==> config.mk <==
export PLATFORM = sky130hd
export DESIGN_NAME = fb_arbiter
export DESIGN_NICKNAME = d
export VERILOG_FILES = /design/src/rtl/fb_pkg.sv /design/src/rtl/fb_clear_engine.sv /design/src/rtl/fb_arbiter.sv
export SDC_FILE = /design/constraint.sdc
export NUM_CORES = 1
export LEC_CHECK = 0
export ABC_CLOCK_PERIOD_IN_PS = 5930
export CAP_MARGIN = 5
export CORE_MARGIN = 1.5
export CORE_UTILIZATION = 35
export CTS_CLUSTER_SIZE = 12
export DETAILED_ROUTE_END_ITERATION = 16
export GPL_ROUTABILITY_DRIVEN = 0
export SETUP_SLACK_MARGIN = 0.4
export SYNTH_ARGS = -nofsm -noshare
export SYNTH_HDL_FRONTEND = slang
export SYNTH_HIERARCHICAL = 1
export SYNTH_SLANG_ARGS = --single-unit
==> constraint.sdc <==
create_clock -name clk -period 5.93 [get_ports clk]
set_input_delay 1.4825 -clock clk [delete_from_list [all_inputs] [get_ports clk]]
set_output_delay 1.4825 -clock clk [all_outputs]
set_load 0.02 [all_outputs]
==> src/rtl/fb_pkg.sv <==
// fb_pkg: framebuffer geometry, pixel/address types and clear FSM states
package fb_pkg;
    localparam int FB_WIDTH  = 214;
    localparam int FB_HEIGHT = 160;
    localparam int FB_SIZE   = FB_WIDTH * FB_HEIGHT;
    localparam int FB_ADDR_W = 16;
    typedef logic [2:0] pixel_t;
    typedef logic [FB_ADDR_W-1:0] addr_t;
    typedef enum logic {IDLE, CLEAR} clr_state_t;
endpackage

==> src/rtl/fb_clear_engine.sv <==
// fb_clear_engine: fills every framebuffer pixel with a latched colour, one per unstalled cycle
module fb_clear_engine
    import fb_pkg::*;
#(
    parameter int FB_SIZE = fb_pkg::FB_SIZE
) (
    input  logic   clk,
    input  logic   rst,
    input  logic   start_i,
    input  pixel_t color_i,
    input  logic   stall_i,
    output logic   busy_o,
    output addr_t  ptr_o,
    output pixel_t color_o
);
    localparam addr_t LAST = addr_t'(FB_SIZE - 1);
    clr_state_t state_q;
    addr_t ptr_q;
    pixel_t color_q;
    always_ff @(posedge clk) begin
        if (rst) begin
            state_q <= IDLE;
            ptr_q   <= '0;
            color_q <= '0;
        end else if (state_q == IDLE) begin
            if (start_i) begin
                state_q <= CLEAR;
                ptr_q   <= '0;
                color_q <= color_i;
            end
        end else if (!stall_i) begin
            ptr_q <= ptr_q + 1'b1;
            if (ptr_q == LAST) state_q <= IDLE;
        end
    end
    assign busy_o  = state_q == CLEAR;
    assign ptr_o   = ptr_q;
    assign color_o = color_q;
endmodule

==> src/rtl/fb_arbiter.sv <==
// fb_arbiter: single-port framebuffer RAM shared by VGA scanout, clear engine and CPU
// (priority VGA > CLEAR > CPU, one access per cycle).
module fb_arbiter
    import fb_pkg::*;
#(
    parameter int FB_SIZE = fb_pkg::FB_SIZE
) (
    input  logic   clk,
    input  logic   rst,
    input  logic   vga_req,
    input  addr_t  vga_addr,
    output pixel_t vga_pixel,
    input  logic   cpu_valid,
    input  logic   cpu_we,
    input  addr_t  cpu_addr,
    input  pixel_t cpu_wdata,
    output logic   cpu_ready,
    output logic   cpu_rvalid,
    output pixel_t cpu_rdata,
    output logic   cpu_err,
    input  logic   clr_start,
    input  pixel_t clr_color,
    output logic   clr_busy,
    output addr_t  ram_addr,
    output logic   ram_we,
    output pixel_t ram_wdata,
    input  pixel_t ram_rdata
);
    localparam addr_t LAST = addr_t'(FB_SIZE - 1);
    logic vga_req_q, pend_q, vga_rd_q, cpu_rd_q, cpu_oor_q;
    addr_t vga_last_q, clr_ptr;
    pixel_t clr_col;
    logic grant, cpu_acc, in_range;
    assign grant     = vga_req && (vga_addr != vga_last_q || pend_q);
    assign cpu_ready = !clr_busy && !grant;
    assign cpu_acc   = cpu_valid && cpu_ready;
    assign in_range  = cpu_addr <= LAST;
    assign ram_addr  = grant ? vga_addr : clr_busy ? clr_ptr : cpu_addr;
    // a reset cycle never writes, so an abandoned fill stops at the current pointer
    assign ram_we    = !rst && !grant && (clr_busy || (cpu_acc && cpu_we && in_range));
    assign ram_wdata = clr_busy ? clr_col : cpu_wdata;
    fb_clear_engine #(.FB_SIZE(FB_SIZE)) u_clear (
        .clk    (clk),
        .rst    (rst),
        .start_i(clr_start),
        .color_i(clr_color),
        .stall_i(grant),
        .busy_o (clr_busy),
        .ptr_o  (clr_ptr),
        .color_o(clr_col)
    );
    always_ff @(posedge clk) begin
        if (rst) begin
            vga_req_q  <= 1'b0;
            pend_q     <= 1'b0;
            vga_last_q <= '1;
            vga_rd_q   <= 1'b0;
            cpu_rd_q   <= 1'b0;
            cpu_oor_q  <= 1'b0;
            vga_pixel  <= '0;
            cpu_rvalid <= 1'b0;
            cpu_rdata  <= '0;
            cpu_err    <= 1'b0;
        end else begin
            vga_req_q  <= vga_req;
            pend_q     <= !grant && (pend_q || (vga_req && !vga_req_q));
            if (grant) vga_last_q <= vga_addr;
            vga_rd_q   <= grant;
            cpu_rd_q   <= cpu_acc && !cpu_we && in_range;
            cpu_oor_q  <= cpu_acc && !in_range;
            if (vga_rd_q) vga_pixel <= ram_rdata;
            cpu_rvalid <= cpu_rd_q || cpu_oor_q;
            cpu_rdata  <= cpu_rd_q ? ram_rdata : '0;
            cpu_err    <= cpu_oor_q;
        end
    end
endmodule

==> out/qor.csv <==
stage,metric,value,unit
worst_hold_path,Min-Delay Path Depth,2,
outcome,status,completed,
synthesis,ys async rst share,0,
route,Vias,2404,
critical_path,Worst R2R Setup Slack,3240,ps
cts,PostCTS Resize Cnt,0,
critical_path,slowest CP cell,clkdlybuf4s50_1,
critical_path,CP peak stage delay,540,ps
place,PortBufs,76,
sta,Final Cycle Share,0.910,
cts,clock sink total,49,
cts,Setup Buffers After CTS,0,
synthesis,average size of a mapped cell,9.02,µm²
synthesis,post-synthesis mux area share,0.147,
cts,"CTS clk-pin slew, worst paths",100,ps
sta,total negative slack,0,ps
synthesis,XOR/XNOR share of the synthesized area,0.0556,
synthesis,Yosys top cell area share,0.366,
sta,Tmin final,5390,ps
final_layout,Post-Layout Cell Count,468,
synthesis,"Seq/Total Area, Yosys",0.366,
route,Residual DRC,0,
global_route,grt ovf,0,
route,post-route ant nets,0,
synthesis,top post-synthesis cells by area,"dfxtp_1 37%, mux2i_1 7.1%, mux2_2 5.9%, nand2_1 4.3%, xor2_1 4.2%",
worst_hold_path,worst min-delay path class,reg2reg,
cts,TritonCTS clock tree,done,
critical_path,Crit path max-delay family,buffers and inverters,
synthesis,Syn. warnings,6,
critical_path,Buf/Inv on CP,2,
sta,unrepaired setup endpoints after global routing,false,
critical_path,CP endpoint kind,primary output,
critical_path,"Top cell by count, worst path",clkdlybuf4s50_1,
synthesis,adder-cell share of the synthesized area,0.00467,
synthesis,synthesized cell area,0.00268,mm²
route,WL per Instance,15.2,µm
cts,clk buf depth,2,
global_route,vias in the first global route,2302,
place,Post-DP HPWL,5230,µm
sta,Final Max Tran Viols,0,
synthesis,ys flop type,dfxtp_1,
critical_path,reg2reg end,u_clear/ptr_o[15]$_SDFFE_PP0P_,
route,drt pass-1 iters,5,
sta,final-report setup violation count,0,
synthesis,Post-synth EDFFs,0,
sta,hold_ws,463,ps
cts,H-tree depth,2,
critical_path,critical path data arrival time,3910,ps
route,1st-iter DRT viols,131,
floorplanning,Die Span X,90.5,µm
critical_path,Required @ worst endpoint,4450,ps
critical_path,R2R depth,8,
synthesis,Synth cell types,54,
power,PD cells,201,mW/mm²
critical_path,crit-path cells,"clkdlybuf4s50_1, xor2_1, nor3_1, nand3_1, o21a_4, mux2_4, clkdlybuf4s50_1",
synthesis,Compound-Gate Fraction of Synth Area,0.147,
global_route,Total GRT Usage,0.176,
sta,Peak Freq,185,MHz
cts,Clock Latency Late Sink,300,ps
final_layout,layout cells sized above 1,0.111,
sta,Slew HR,0.658,
worst_hold_path,Hold Path End,u_clear/color_o[1]$_SDFFE_PP0P_,
worst_hold_path,hold path startpoint,u_clear/color_o[1]$_SDFFE_PP0P_,
floorplanning,Rows,31,
floorplanning,starting density of the core,0.366,
final_layout,Final nets,416,
sta,final hold viol count,0,
floorplanning,Die ar.,0.00819,mm²
cts,quantity of hold-fixing buffers added after cts,0,
synthesis,post-synthesis sequential element count,49,
critical_path,critical path type,in2out,
route,Post-Route WL,7100,µm
place,placed insts,460,
global_route,largest net degree at the start of global routing,39,
global_route,first-pass GRT wire length,11500,µm
synthesis,leading area contributor after synthesis,dfxtp_1,
synthesis,fraction of the mapped netlist area in simple logic gates,0.211,
synthesis,largest family of logic cells by synthesized area,simple AND/OR/NAND/NOR gates,
power,LEAKAGE,0.00132,µW
synthesis,Syn Inst Count,297,
floorplanning,core outline area,0.00733,mm²
final_layout,utilization after layout,0.487,
floorplanning,# IOs,77,
cts,clk root buf,clkbuf_8,
route,DR vias/cell,5.14,
critical_path,R2R Path Start,vga_last_q[10]$_SDFFE_PP1P_,
sta,Worst-Margin Slew,512,ps
final_layout,Area growth syn-to-layout,33.1,%
cts,CTS buffer count,5,
critical_path,Critical Path Fanout Max,38,
power,VDD IR max,0.0000773,V
sta,skew final,5.01,ps
floorplanning,Die Y,90.5,µm
global_route,antenna violations before repair,0,
critical_path,Startpoint Class,input pin,
synthesis,Synth Net Count,345,
final_layout,n_diodes,0,
run,max cap viols,0,
metal layers:
metal,global-route usage,vias to the layer above,share of wire
li1,-,1212,-
met1,0.225,1114,0.45
met2,0.286,67,0.48
met3,0.0446,11,0.052
met4,0.0608,0,0.023
met5,0,-,0
worst max-delay path by stage:
stage	start	endpoint	slack (ps)	cells after the start
finish	vga_addr[14]	ram_addr[3]	540	7
floorplan	vga_addr[12]	ram_we	1520	6
global placement	vga_addr[3]	ram_addr[14]	570	7
detailed placement	vga_addr[3]	ram_addr[14]	570	7
CTS	vga_addr[3]	ram_addr[14]	570	7
global route	vga_addr[14]	ram_addr[11]	460	7
cells by family (layout without fill, tap and decap cells):
family | count (synthesis) | after routing
compound gates | 57 | 57
xor+xnor | 17 | 17
fa+ha+maj | 1 | 1
buf+inv | 32 | 104
flops | 49 | 49
mux | 36 | 36
simple gates | 105 | 105
Yosys cell counts, drive strengths merged (5+ instances only):
cell / number
dfxtp: 49
nand2: 31
mux2i: 19
nor2: 19
mux2: 17
inv: 15
a21oi: 14
xor2: 13
buf: 12
o22ai: 11
o221ai: 10
nor4: 8
nand3: 7
nor3: 6
or3: 6
clkbuf: 5
o21ai: 5
state kept, by name (all words and copies together), names as in the netlist:
register         flops
cpu_rvalid           1
cpu_oor_q            1
cpu_rd_q             1
vga_req_q            1
vga_pixel            3
u_clear/color_o      3
u_clear/busy_o       1
pend_q               1
u_clear/ptr_o       16
cpu_rdata            3
vga_rd_q             1
cpu_err              1
vga_last_q          16
per-stage QoR:
| step | worst slack, ps | total power [µW] | instance area [µm²] |
|---|---|---|---|
| 3_5_place_dp | 570 | 518 | 3470 |
| 4_1_cts | 566 | 729 | 3570 |
| 6_report | 536 | 716 | 3570 |
| 2_1_floorplan | 1520 | 445 | 2680 |
| 5_1_grt | 456 | 752 | 3570 |
| 3_3_place_gp | 566 | 517 | 3470 |
final cells by class:
cell class / instances / area, µm²
clock buffers: 5 / 68.8
flip-flops and latches: 49 / 981
fillers: 717 / 3760
clock inverters: 3 / 26.3
inverters: 15 / 56.3
well taps: 99 / 124
multi-input cells: 216 / 1510
repair buffers: 81 / 798
where the power goes:
part           total, µW  internal, µW  leakage (µW)  switching [µW]
Sequential           350           341      0.000401            9.36
Combinational        160          86.1      0.000874            73.8
Clock                206          85.9     0.0000423             120
cell usage in the layout, fill, tap and decap left out, types with 6 or more instances in the layout:
| master | instances |
|---|---|
| nor3_1 | 6 |
| nand3_1 | 6 |
| nand2_1 | 31 |
| a21oi_1 | 14 |
| nor2_1 | 19 |
| o221ai_1 | 10 |
| mux2_2 | 14 |
| o22ai_1 | 11 |
| inv_1 | 15 |
| nor4_1 | 7 |
| clkdlybuf4s50_1 | 76 |
| dfxtp_1 | 49 |
| mux2i_1 | 19 |
| xor2_1 | 13 |
worst min-delay path: stages (launching register included):
cell and delay, ps:
dfxtp_1 320, nand2_1 50, a21oi_1 50
No activity file was read; power rests on OpenSTA's default activity.
